===== config.mk =====
export PLATFORM = sky130hd
export DESIGN_NAME = lfsr_n
export DESIGN_NICKNAME = d
export VERILOG_FILES = /design/src/rtl/lfsr_n.sv
export SDC_FILE = /design/constraint.sdc
export NUM_CORES = 1
export LEC_CHECK = 0
export BUFFER_PORTS_ARGS = -buffer_cell sky130_fd_sc_hd__buf_2
export CAP_MARGIN = 20
export CORE_MARGIN = 2
export CORE_UTILIZATION = 51
export DETAILED_ROUTE_END_ITERATION = 12
export PLACE_DENSITY = 0.77
export SETUP_SLACK_MARGIN = 0.5
export SYNTH_ARGS = -nofsm -noshare
export SYNTH_HDL_FRONTEND = slang
export SYNTH_SLANG_ARGS = --single-unit
export TNS_END_PERCENT = 100

===== constraint.sdc =====
create_clock -name clk -period 2.7 [get_ports clk]
set_clock_uncertainty 0.2 [all_clocks]
set_input_delay 0.675 -clock clk [delete_from_list [all_inputs] [get_ports clk]]
set_output_delay 0.675 -clock clk [all_outputs]
set_load 0.01 [all_outputs]

===== src/rtl/lfsr_n.sv =====
// lfsr_n: parametrised Fibonacci LFSR with load, zero-lock recovery and period measurement
module lfsr_n #(
  parameter int               WIDTH = 7,
  parameter logic [WIDTH-1:0] TAPS  = 7'h44,
  parameter logic [WIDTH-1:0] SEED  = {{(WIDTH-1){1'b0}}, 1'b1}
) (
  input  logic             clk,
  input  logic             rst,
  input  logic             en,
  input  logic             load,
  input  logic [WIDTH-1:0] load_val,
  output logic [WIDTH-1:0] data_out,
  output logic             seed_hit,
  output logic [WIDTH-1:0] period,
  output logic             period_valid,
  output logic             lock_err
);
  logic [WIDTH-1:0] state_q, state_d, cnt_q, cnt_d, period_q, period_d, nxt;
  logic             hit_q, hit_d, pv_q, pv_d, lock_q, lock_d;
  // next-state: load wins over a step; a zero load is replaced by SEED and flagged
  always_comb begin
    nxt      = {state_q[WIDTH-2:0], ^(state_q & TAPS)};
    state_d  = state_q;
    cnt_d    = cnt_q;
    period_d = period_q;
    pv_d     = pv_q;
    lock_d   = lock_q;
    hit_d    = 1'b0;
    if (load) begin
      state_d = load_val == '0 ? SEED : load_val;
      lock_d  = lock_q | (load_val == '0);
      cnt_d   = '0;
      pv_d    = 1'b0;
    end else if (en) begin
      state_d = nxt;
      if (nxt == SEED) begin
        hit_d    = 1'b1;
        period_d = cnt_q + WIDTH'(1);
        pv_d     = 1'b1;
        cnt_d    = '0;
      end else begin
        cnt_d = &cnt_q ? cnt_q : cnt_q + WIDTH'(1);
      end
    end
  end
  // state registers with synchronous reset to SEED
  always_ff @(posedge clk) begin
    if (rst) begin
      state_q  <= SEED;
      cnt_q    <= '0;
      period_q <= '0;
      pv_q     <= 1'b0;
      hit_q    <= 1'b0;
      lock_q   <= 1'b0;
    end else begin
      state_q  <= state_d;
      cnt_q    <= cnt_d;
      period_q <= period_d;
      pv_q     <= pv_d;
      hit_q    <= hit_d;
      lock_q   <= lock_d;
    end
  end
  assign data_out     = state_q;
  assign seed_hit     = hit_q;
  assign period       = period_q;
  assign period_valid = pv_q;
  assign lock_err     = lock_q;
endmodule


==> reports/qor.yml, run 1 <==
drt_first_pass_iters: 4
portBuffers: 27
rsz0062_at_grt: "false"
critPathTopFamily: "simple AND/OR/NAND/NOR gates"
start_util_pct: 55.3
core-area_um2: 2020
synth_top_cell_by_area: "dfxtp_1"
synth_area_per_cell_um2: 9.56
p_per_area_nw_per_um2: 525
slew_headroom_pct: 73.2
die_y_um: 50.8
io_pins: 28
p_leak_nw: 0.564
yosysSeqAreaShare_pct: 43.0
cts_setup_buffers: 0
fp.dieArea_um2: 2580
grt_start_max_net_pins: 20
viasPerCell: 5.23
post-dp-hpwl_um: 1550
worstPathRequired_ps: 2720
max-cap-violations: 0
worstPathMaxFanout: 6
drt_iter0_markers: 14
setup_tns_ps: 0
synth_common_cells: "dfxtp_1 (24), nor2_1 (18), a21oi_1 (10)"
clk_pin_slew_ps: 140
critical_path_class: "flop to flop"
antenna_found_initial: 0
period_share_pct: 75.5
cts_max_level: 1
grt_pass1_wl_um: 3670
hp-class: "flop to flop"
rows: 16
arrival_ps: 2060
remaining_drc_errors: 0
crit_slowest_cell: "or4b_4"
clockBufferDepth: 2
synthCells: 117
vdd_drop_max_uv: 447
synth-warning-count: 0
drive_gt1_share_pct: 32.2
synth_top_area_share_pct: 43.0
cp-end-kind: "flop"
totalWireLength_um: 2050
synth_top_flop_cell: "dfxtp_1"
via_count: 889
setup_viol: 0
cp.buffers_inverters: 0
synthTopCellsByArea: "dfxtp_1 (43%), mux2i_1 (6.3%), nor2_1 (6.0%)"
clk_latency_ps: 310
place.gp.congestion: 0.775
cts.hold.buffers_added: 0
syn-num-nets: 129
status: "completed"
wl_per_cell_um: 12.1
nets: 156
finalHoldViolCount: 0
cts.sinks: 24
overflow: 0
cp_cell_sequence: "or4b_4 -> nor3_2 -> nor4_4 -> a221o_1"
synth-seq-cells: 24
drv_slew: 0
synth_edf_count: 0
grt_pass1_vias: 888
syn_area_um2: 1120
grt_usage_pct: 18.3
die_w_um: 50.8
antenna_cells: 0
clock-root-buffer: "clkbuf_4"
hold_ws_ps: 255
syn_to_final_growth_pct: 18.6
startpoint_type: "flop"
fin_ws_ps: 661
cp_slowest_stage_delay_ps: 590
tightest_slew_ps: 401
fmax_mhz: 490
ys_types: 37
post_cts_resized: 0
cts_buffers: 3
post-place-ws_ps: 420
yosysMostFrequentCell: "dfxtp_1"
cts_tree: "done"
detail-route-antenna-nets: 0
ys_async_sr_fraction_pct: 0
finalCriticalPeriod_ps: 2040
## where the power goes
group	internal, mW	total (mW)	switching, mW
registers	0.363	0.372	0.00880
logic	0.0291	0.0687	0.0396
clock network	0.150	0.256	0.106
total	0.542	0.696	0.154
## registers in the layout, indices dropped and copies added (netlist names)
name / cells
cnt_q: 7
data_out: 7
lock_err: 1
period: 7
period_valid: 1
seed_hit: 1
## per-stage QoR
step	utilization (%)	cells	area, µm²	power [mW]
after global placement	62.6	166	1260	0.446
final	65.6	170	1330	0.696
after CTS	65.2	170	1320	0.702
after floorplan	-	117	1120	0.425
after detailed placement	62.6	166	1260	0.447
after global routing	65.6	170	1330	0.730
## path summary, 6_finish.rpt
check | start | to | slack [ps] | cells after the start
min | lock_err$_SDFFE_PP0P_ | lock_err$_SDFFE_PP0P_ | 260 | 2
min reg2reg | lock_err$_SDFFE_PP0P_ | lock_err$_SDFFE_PP0P_ | 260 | 2
max | data_out[3]$_SDFFE_PP0P_ | cnt_q[3]$_SDFFE_PP0P_ | 660 | 4
max reg2reg | data_out[3]$_SDFFE_PP0P_ | cnt_q[3]$_SDFFE_PP0P_ | 660 | 4
## worst register-to-register path, cell delays in order (launching register included)
cell,delay (ps)
dfxtp_1,370
or4b_4,590
nor3_2,350
nor4_4,100
a221o_1,350
## layout by cell type, fill, tap and decap left out, types with 2 or more instances in the layout
master / netlist / layout
nor4_4: 1 / 2
nor2_1: 18 / 18
nand2b_1: 4 / 4
buf_2: 0 / 27
a21oi_1: 10 / 10
mux2i_1: 7 / 7
a21o_1: 4 / 4
dfxtp_1: 24 / 24
clkbuf_4: 0 / 3
or3_1: 2 / 2
and2_1: 3 / 3
xnor2_1: 2 / 2
nor2_2: 4 / 4
nor3_1: 2 / 2
a311oi_1: 2 / 2
nand3_1: 2 / 2
a211oi_2: 4 / 4
and3_1: 2 / 2
nor4_1: 2 / 2
## routing by layer
metal / global-route usage, % / wire length [µm] / part of all wire, % / vias up
li1: - / - / - / 470
met1: 24.0 / 1020 / 50 / 400
met2: 30.9 / 950 / 46 / 19
met3: 3.80 / 79 / 3.9 / 0
met4: 4.05 / 0 / 0 / 0
met5: 0 / 0 / 0 / -
## cell families after synthesis
kind of cell    count (synthesis)  synth area share [%]
compound gates                 28                  19.6
xor+xnor                        3                  2.35
fa+ha+maj                       1                  1.12
buf+inv                         8                  3.36
flops                          24                  43.0
mux                             8                  7.27
simple gates                   45                  23.4
## final cells by class
cell class	instances	area, µm²
repair buffers	28	143
multi-input cells	85	609
flip-flops and latches	24	480
clock buffers	3	22.5
fillers	177	696
clock inverters	1	30.0
well taps	27	33.8
inverters	2	7.51
Power figures use the tool's default switching activity.
==> inputs of run 2 (changes only) <==
Clock period 2.7 ns to 2.04 ns, I/O delays scaled along.
==> reports/qor.yml, run 2 (synthesis gave the netlist of run 1 again) <==
detail-route-antenna-nets: 0
rsz0062_at_grt: "true"
final_cell_mix: "buf_2 (21), nor2_1 (18), dfxtp_2 (14)"
slew_headroom_pct: 72.6
startpoint_type: "flop"
tightest_slew_ps: 408
regArea_um2: 502
rr_startpoint: "data_out[4]$_SDFFE_PP0P_"
start_util_pct: 55.3
status: "completed"
worstPathRequired_ps: 2060
nets: 172
drive_gt1_share_pct: 53.5
grt_pass1_wl_um: 4420
reg2reg_depth: 4
clk_latency_ps: 310
place.gp.congestion: 0.811
clock-root-buffer: "clkbuf_4"
multiInputGateArea_um2: 669
setup_tns_ps: 0
critical_path_class: "flop to flop"
period_share_pct: 92.6
hp-class: "input port to flop"
drt-met1-wl_um: 1210
die_w_um: 50.8
hold_ws_ps: 235
drt_first_pass_iters: 4
holdCritStartpoint: "rst"
io_pins: 28
instances_no_fill: 186
cts.sinks: 24
rows: 16
holdPathStages: 2
core-area_um2: 2020
cts_max_level: 1
grt_pass1_vias: 965
critPathLaunch: "data_out[4]$_SDFFE_PP0P_"
cp_cell_sequence: "or4b_4 -> nor3_4 -> nor4_4 -> a221o_1"
worst_r2r_endpoint: "cnt_q[3]$_SDFFE_PP0P_"
setup_viol: 0
final_core_util_pct: 78.2
routed.top_layer: "met4"
arrival_ps: 1910
cts_buffers: 3
clockBufferDepth: 2
portBuffers: 27
final_common_cell: "buf_2"
totalWireLength_um: 2770
via_count: 1038
antenna_cells: 0
max-cap-violations: 0
clk_pin_slew_ps: 130
syn_to_final_growth_pct: 41.3
post-dp-hpwl_um: 1780
wl_per_cell_um: 14.9
p_per_area_nw_per_um2: 554
worstPathMaxFanout: 6
wl_met3_um: 109
wl_met2_um: 1430
die_y_um: 50.8
grt_start_max_net_pins: 16
drt_iter0_markers: 14
antenna_found_initial: 0
fill_cells: 128
finalHoldViolCount: 0
cp_slowest_stage_delay_ps: 590
drv_slew: 0
r2r_slack_ps: 150
place_inst: 169
worstHoldEndpoint: "period[2]$_SDFFE_PP0P_"
fp.dieArea_um2: 2580
grt_usage_pct: 22.9
overflow: 0
crit_slowest_cell: "or4b_4"
p_leak_nw: 0.669
cts_tree: "done"
cp-end-kind: "flop"
fmax_mhz: 529
cts.hold.buffers_added: 0
finalCriticalPeriod_ps: 1890
remaining_drc_errors: 0
viasPerCell: 5.58
vdd_drop_max_uv: 716
-- run 2: critical path: cells and delay by family, from the launching register on --
family,cells,cell delay (ps)
DFF,1,350
AOI/OAI and AO/OA,1,320
and+or+nand+nor,3,930
-- run 2: worst max-delay path by stage --
stage	endpoint	slack, ps	cells after the start
after floorplan	cnt_q[3]$_SDFFE_PP0P_	200	4
after global placement	cnt_q[3]$_SDFFE_PP0P_	160	4
after detailed placement	cnt_q[3]$_SDFFE_PP0P_	130	4
after CTS	cnt_q[3]$_SDFFE_PP0P_	140	4
after global routing	period[1]$_SDFFE_PP0P_	90	5
final	cnt_q[3]$_SDFFE_PP0P_	150	4
-- run 2: per-stage QoR --
step                setup WS, ps  power, mW  instance area [µm²]
floorplan                    202      0.571                 1150
global placement             159      0.603                 1330
detailed placement           127      0.606                 1330
CTS                          143      0.862                 1490
global route                93.8      0.910                 1580
finish                       151      0.876                 1580
-- run 2: layout make-up --
type | instances | area share (%)
tap | 27 | 2.14
sequential | 24 | 31.7
multi-input combinational | 85 | 42.4
timing repair buffer | 44 | 21.0
clock buffer | 4 | 2.30
inverter | 2 | 0.475
-- run 2: where the power goes --
part	total [mW]	switching (mW)	leakage, nW	internal [mW]
Clock	0.250	0.141	0.0210	0.109
Sequential	0.492	0.0103	0.201	0.482
Combinational	0.134	0.0687	0.447	0.0650
Total	0.876	0.220	0.669	0.656
-- run 2: routing by layer --
layer	vias to the layer above	GRT usage, %
li1	509	-
met1	496	28.5
met2	31	40.4
met3	2	5.85
met4	0	4.05
met5	-	0
-- run 2: what timing repair did --
action | in CTS | in global routing
pin swaps | 3 | 3
setup endpoints to repair | 23 | 32
hold endpoints to repair | 0 | 0
buffers inserted | 9 | 4
gates resized for setup | 17 | 16
